==> config.mk <==
export PLATFORM = sky130hd
export DESIGN_NAME = spi_lcd_tx
export DESIGN_NICKNAME = d
export VERILOG_FILES = /design/src/rtl/spi_tx_pkg.sv /design/src/rtl/spi_tx_fifo.sv /design/src/rtl/spi_lcd_tx.sv
export SDC_FILE = /design/constraint.sdc
export NUM_CORES = 1
export LEC_CHECK = 0
export BUFFER_PORTS_ARGS = -buffer_cell sky130_fd_sc_hd__buf_2
export CORE_ASPECT_RATIO = 1.75
export CORE_MARGIN = 1
export CORE_UTILIZATION = 47
export CTS_BUF_LIST = sky130_fd_sc_hd__clkbuf_16
export CTS_CLUSTER_DIAMETER = 150
export DETAILED_ROUTE_END_ITERATION = 10
export GPL_ROUTABILITY_DRIVEN = 0
export HOLD_SLACK_MARGIN = 0.12
export SYNTH_ARGS = -nofsm -noshare
export SYNTH_HDL_FRONTEND = slang
export SYNTH_SLANG_ARGS = --single-unit
export TNS_END_PERCENT = 20
==> constraint.sdc <==
create_clock -name clk -period 7.4 [get_ports clk]
set_input_delay 0.74 -clock clk [delete_from_list [all_inputs] [get_ports clk]]
set_output_delay 0.74 -clock clk [all_outputs]
set_load 0.01 [all_outputs]
==> src/rtl/spi_tx_pkg.sv <==
// Shared types for the SPI display transmitter: FIFO entry layout and FSM state encoding.
// Imported by the FIFO and the top level so both agree on the entry format.
package spi_tx_pkg;

    typedef struct packed {
        logic       last;
        logic       dc;
        logic [7:0] data;
    } spi_tx_entry_t;

    typedef enum logic [2:0] {
        ST_IDLE     = 3'd0,
        ST_LOAD     = 3'd1,
        ST_SHIFT_HI = 3'd2,
        ST_SHIFT_LO = 3'd3,
        ST_STALL    = 3'd4,
        ST_HOLD     = 3'd5,
        ST_GAP      = 3'd6
    } spi_tx_state_t;

    localparam int ENTRY_W = $bits(spi_tx_entry_t);

endpackage

==> src/rtl/spi_tx_fifo.sv <==
// Generic synchronous FIFO of spi_tx_entry_t; read data is the combinational head entry.
// Latency: a pushed entry is visible at the head one cycle later; push ignored when full.
module spi_tx_fifo
    import spi_tx_pkg::*;
#(
    parameter int DEPTH = 4
) (
    input  logic                     clk,
    input  logic                     resetn,
    input  logic                     push_i,
    input  spi_tx_entry_t            wr_data_i,
    input  logic                     pop_i,
    output spi_tx_entry_t            rd_data_o,
    output logic                     full_o,
    output logic                     empty_o,
    output logic [$clog2(DEPTH):0]   count_o
);

    localparam int AW = $clog2(DEPTH);

    logic [AW:0]   wr_ptr_q, wr_ptr_d;
    logic [AW:0]   rd_ptr_q, rd_ptr_d;
    spi_tx_entry_t mem_q [DEPTH];
    logic          do_push;
    logic          do_pop;

    assign do_push = push_i && !full_o;
    assign do_pop  = pop_i && !empty_o;

    // Extra pointer MSB distinguishes full from empty when the low bits match.
    assign count_o = wr_ptr_q - rd_ptr_q;
    assign full_o  = (count_o == (AW+1)'(DEPTH));
    assign empty_o = (wr_ptr_q == rd_ptr_q);

    assign wr_ptr_d = do_push ? wr_ptr_q + 1'b1 : wr_ptr_q;
    assign rd_ptr_d = do_pop  ? rd_ptr_q + 1'b1 : rd_ptr_q;

    always_ff @(posedge clk or negedge resetn) begin
        if (!resetn) begin
            wr_ptr_q <= '0;
            rd_ptr_q <= '0;
        end else begin
            wr_ptr_q <= wr_ptr_d;
            rd_ptr_q <= rd_ptr_d;
        end
    end

    always_ff @(posedge clk) begin
        if (do_push) begin
            mem_q[wr_ptr_q[AW-1:0]] <= wr_data_i;
        end
    end

    assign rd_data_o = mem_q[rd_ptr_q[AW-1:0]];

endmodule

==> src/rtl/spi_lcd_tx.sv <==
// SPI mode-0 master that serialises buffered command/data bytes MSB-first with dc and csn framing.
// Bytes in a frame stream back-to-back while the FIFO keeps up; tx_ready drops when the FIFO is full.
module spi_lcd_tx
    import spi_tx_pkg::*;
#(
    parameter int CLK_DIV    = 4,
    parameter int FIFO_DEPTH = 4,
    parameter int CS_GAP     = 2
) (
    input  logic       clk,
    input  logic       resetn,
    input  logic       tx_valid,
    output logic       tx_ready,
    input  logic [7:0] tx_data,
    input  logic       tx_dc,
    input  logic       tx_last,
    output logic       busy,
    output logic       spi_sclk,
    output logic       spi_sdo,
    output logic       dc,
    output logic       csn
);

    localparam int DIV_W = $clog2(CLK_DIV);
    localparam int GAP_W = $clog2(CS_GAP + 1);
    localparam int CNT_W = $clog2(FIFO_DEPTH) + 1;

    localparam logic [DIV_W-1:0] DIV_RELOAD = DIV_W'(CLK_DIV - 1);
    localparam logic [GAP_W-1:0] GAP_RELOAD = GAP_W'(CS_GAP - 1);

    spi_tx_state_t    state_q;
    logic [DIV_W-1:0] div_q;
    logic [2:0]       bit_q;
    logic [GAP_W-1:0] gap_q;
    logic [6:0]       shift_q;
    logic             last_q;
    logic             sclk_q;
    logic             sdo_q;
    logic             dc_q;
    logic             csn_q;

    spi_tx_entry_t    wr_entry;
    spi_tx_entry_t    head;
    logic             fifo_push;
    logic             fifo_pop;
    logic             fifo_full;
    logic             fifo_empty;
    logic [CNT_W-1:0] fifo_count;
    logic             div_done;
    logic             byte_end;

    assign wr_entry  = '{last: tx_last, dc: tx_dc, data: tx_data};
    assign tx_ready  = !fifo_full;
    assign fifo_push = tx_valid && tx_ready;

    spi_tx_fifo #(
        .DEPTH (FIFO_DEPTH)
    ) u_fifo (
        .clk       (clk),
        .resetn    (resetn),
        .push_i    (fifo_push),
        .wr_data_i (wr_entry),
        .pop_i     (fifo_pop),
        .rd_data_o (head),
        .full_o    (fifo_full),
        .empty_o   (fifo_empty),
        .count_o   (fifo_count)
    );

    assign div_done = (div_q == '0);
    // The 8th falling edge of a byte: the point where the frame continues, stalls or closes.
    assign byte_end = (state_q == ST_SHIFT_HI) && div_done && (bit_q == 3'd7);

    always_comb begin
        fifo_pop = 1'b0;
        case (state_q)
            ST_IDLE,
            ST_STALL:    fifo_pop = !fifo_empty;
            ST_SHIFT_HI: fifo_pop = byte_end && !last_q && !fifo_empty;
            default:     fifo_pop = 1'b0;
        endcase
    end

    always_ff @(posedge clk or negedge resetn) begin
        if (!resetn) begin
            state_q <= ST_IDLE;
            div_q   <= '0;
            bit_q   <= '0;
            gap_q   <= '0;
            shift_q <= '0;
            last_q  <= 1'b0;
            sclk_q  <= 1'b0;
            sdo_q   <= 1'b0;
            dc_q    <= 1'b0;
            csn_q   <= 1'b1;
        end else begin
            case (state_q)
                ST_IDLE: begin
                    if (!fifo_empty) begin
                        shift_q <= head.data[6:0];
                        sdo_q   <= head.data[7];
                        dc_q    <= head.dc;
                        last_q  <= head.last;
                        csn_q   <= 1'b0;
                        sclk_q  <= 1'b0;
                        bit_q   <= '0;
                        div_q   <= DIV_RELOAD;
                        state_q <= ST_LOAD;
                    end
                end
                ST_LOAD: begin
                    if (div_done) begin
                        sclk_q  <= 1'b1;
                        div_q   <= DIV_RELOAD;
                        state_q <= ST_SHIFT_HI;
                    end else begin
                        div_q <= div_q - 1'b1;
                    end
                end
                ST_SHIFT_HI: begin
                    if (div_done) begin
                        sclk_q <= 1'b0;
                        bit_q  <= bit_q + 1'b1;
                        div_q  <= DIV_RELOAD;
                        if (bit_q == 3'd7) begin
                            if (last_q) begin
                                state_q <= ST_HOLD;
                            end else if (!fifo_empty) begin
                                // Next byte of the same frame: first bit goes out on this fall.
                                shift_q <= head.data[6:0];
                                sdo_q   <= head.data[7];
                                dc_q    <= head.dc;
                                last_q  <= head.last;
                                state_q <= ST_SHIFT_LO;
                            end else begin
                                state_q <= ST_STALL;
                            end
                        end else begin
                            sdo_q   <= shift_q[6];
                            shift_q <= {shift_q[5:0], 1'b0};
                            state_q <= ST_SHIFT_LO;
                        end
                    end else begin
                        div_q <= div_q - 1'b1;
                    end
                end
                ST_SHIFT_LO: begin
                    if (div_done) begin
                        sclk_q  <= 1'b1;
                        div_q   <= DIV_RELOAD;
                        state_q <= ST_SHIFT_HI;
                    end else begin
                        div_q <= div_q - 1'b1;
                    end
                end
                ST_STALL: begin
                    if (!fifo_empty) begin
                        shift_q <= head.data[6:0];
                        sdo_q   <= head.data[7];
                        dc_q    <= head.dc;
                        last_q  <= head.last;
                        div_q   <= DIV_RELOAD;
                        state_q <= ST_LOAD;
                    end
                end
                ST_HOLD: begin
                    if (div_done) begin
                        csn_q   <= 1'b1;
                        gap_q   <= GAP_RELOAD;
                        state_q <= ST_GAP;
                    end else begin
                        div_q <= div_q - 1'b1;
                    end
                end
                ST_GAP: begin
                    if (gap_q == '0) begin
                        state_q <= ST_IDLE;
                    end else begin
                        gap_q <= gap_q - 1'b1;
                    end
                end
                default: state_q <= ST_IDLE;
            endcase
        end
    end

    assign busy     = (fifo_count != '0) || (state_q != ST_IDLE);
    assign spi_sclk = sclk_q;
    assign spi_sdo  = sdo_q;
    assign dc       = dc_q;
    assign csn      = csn_q;

endmodule
==> results.ini <==
[floorplanning]
start_util_pct=49.3
die_x_um=63.3
core_area_um2=6280
pin_count=19
die_area_um2=6920
dieHeight_um=109
rows=38

[power_and_ir_drop]
finalPower_w=0.00163
p_switching_w=0.000521
pwr-share-seq_pct=38.7
clock_power_share_pct=29.7
leakagePower_nw=1.41
p_int_w=0.00111
swShare_pct=32.0
vdd_drop_max_mv=0.274
power_density_nw_per_um2=456
pwr-share-comb_pct=31.6

[clock_network]
cts_buffers=9
cts_root_buf=clkbuf_16
htree_levels=3
clkTransAtPathRegs_ns=0.05
cts_hold_buffers=0
clk_path_buf_depth=2
cts_setup_buffers=0
cts.sinks=68
clk_latency_ns=0.33
cts_resized=0
cts_tree=built

[timing]
finalSetupTns_ns=0
min_period_ns=3.06
rsz0062_at_grt=false
setup_slack_ns=4.34
slew_headroom_pct=52.8
max_freq_mhz=327
hold_viol=0
setup_viol=0
timing.final.crit_share_pct=41.3
maxSlewViolCount=0
clock_skew_ns=0.00505
tightestPinTransition_ns=0.707

[setup_path]
startpoint_type=register
critPathKind=reg -> out
crit_path_start=u_fifo.rd_ptr_q[0]
crit_required_ns=6.66
r2r_setup_slack_ns=4.88
r2r_start=u_fifo.rd_ptr_q[0]
crit_arrival_ns=2.32
worstPathMaxFanout=13
critPathCaptureType=output port

[global_route]
grt_pass1_wl_mm=8.89
first_global_vias=1815
grt_start_max_net_pins=29
antenna_found_initial=0
grt_usage_pct=17.9
grt_overflow=0

[placement]
place_ws_ns=4.62
io_buffers=18
dp_hpwl_mm=3.68
dpl.cell_count=305

[finish]
n_antenna_cell=0
layout_commonest_cell=edfxtp_1
synthToLayoutAreaGrowth_pct=15.8
final_cells=321
layout_common_cells=edfxtp_1, dfrtp_1, buf_2, nand2_1, inv_1
nets=260
fin_util_pct=57.0
drive_gt1_share_pct=22.8

[hold_path]
holdCritPathClass=in -> async

[detailed_routing]
dr.pass1.iters=6
drtIter0Drc=84
drc=0
wl_mm=5.30
antenna_left=0
vias=1748
viasPerCell=5.45
wl_per_cell_um=16.5

[synthesis]
ys_types=45
ys_warn_count=0
syn_avg_cell_area_um2=14.2
syn_inst=217
ys_seq_area_share_pct=61.6
synth.top_cell.area_share_pct=38.9
syn-num-nets=241
ys_seq_elements=68
yosysTopAreaCell=edfxtp_1
async_flop_share_pct=41.2
synth_area_leaders=edfxtp_1, dfrtp_1, mux4_2, ha_1, a221o_1
synth_area_um2=3090
synth_top_flop_cell=edfxtp_1
synth_edf_count=40

[run]
drv_cap=0

[run_status]
status=completed

## Yosys cell counts (2+ instances only)
| cell | number |
|---|---|
| a31oi_1 | 2 |
| mux2_4 | 2 |
| o31ai_1 | 2 |
| ha_1 | 11 |
| o2bb2ai_1 | 4 |
| dfrtp_1 | 27 |
| mux2_2 | 2 |
| and2_1 | 4 |
| clkbuf_1 | 8 |
| inv_1 | 13 |
| mux4_2 | 10 |
| or2_2 | 2 |
| nor2_1 | 4 |
| nor2b_1 | 12 |
| mux2i_1 | 2 |
| a21o_1 | 3 |
| nand2_1 | 14 |
| o21ai_0 | 10 |
| nor3_1 | 3 |
| a221o_1 | 8 |
| a21oi_1 | 6 |
| xnor2_1 | 4 |
| xor2_1 | 3 |
| edfxtp_1 | 40 |
## cell type report
type / instances / area (µm²)
clock buffers: 9 / 225
clock inverters: 7 / 115
fillers: 535 / 2700
inverters: 13 / 48.8
multi-input cells: 125 / 1090
flip-flops and latches: 68 / 1900
well taps: 80 / 100
repair buffers: 19 / 97.6
## stage by stage
| step | hold slack, ns | area (µm²) |
|---|---|---|
| 3_5_place_dp | 0.451 | 3240 |
| 2_1_floorplan | 0.444 | 3090 |
| 6_report | 0.433 | 3580 |
| 3_3_place_gp | 0.448 | 3240 |
| 4_1_cts | 0.455 | 3580 |
| 5_1_grt | 0.482 | 3580 |
## critical path, cell delays in order (launching register included)
cell	delay (ns)
dfrtp_1	0.79
ha_1	0.27
inv_1	0.04
a21oi_1	0.17
xnor2_1	0.07
or4_1	0.49
buf_2	0.16
## path summary, 6_finish.rpt
check	depth (start not counted)	endpoint
min	1	gap_q[1]
max reg2reg	4	u_fifo.mem_q[1][2]
min reg2reg	2	csn
min in group clk	2	csn
max in group asynchronous	1	shift_q[3]
max	6	busy
## kinds of logic (layout without fill, tap and decap cells)
kind of cell    count (synthesis)  count (layout)  synth area share [%]
compound gates                 45              45                  10.9
xor+xnor                        8               8                  2.51
fa+ha+maj                      11              11                  4.45
buf+inv                        24              48                  3.20
flops                          68              68                  61.6
mux                            16              16                  9.63
simple gates                   45              45                  7.77
## power by group through the flow
stage                     clock, W  sequential, W  combinational (W)
after floorplan                  0       0.000586           0.000454
after global placement           0       0.000638           0.000515
after detailed placement         0       0.000640           0.000522
after CTS                 0.000490       0.000635           0.000524
after global routing      0.000508       0.000651           0.000582
final                     0.000484       0.000631           0.000516
## routing by layer
metal	vias up	track usage (%)	share of wire, %
li1	848	-	-
met4	0	10.2	2.8
met1	854	20.2	42
met2	31	30.0	52
met3	15	5.60	3.2
met5	-	0	0
## registers in the layout, summed over array words and instances (netlist names)
name and flops:
div_q 2, bit_q 3, u_fifo.wr_ptr_q 3, spi_sclk 1, u_fifo.mem_q 40, u_fifo.rd_ptr_q 3
dc 1, last_q 1, gap_q 2, state_q 3, csn 1, spi_sdo 1
shift_q 7
Note: power is estimated with default switching activity, not from simulation.
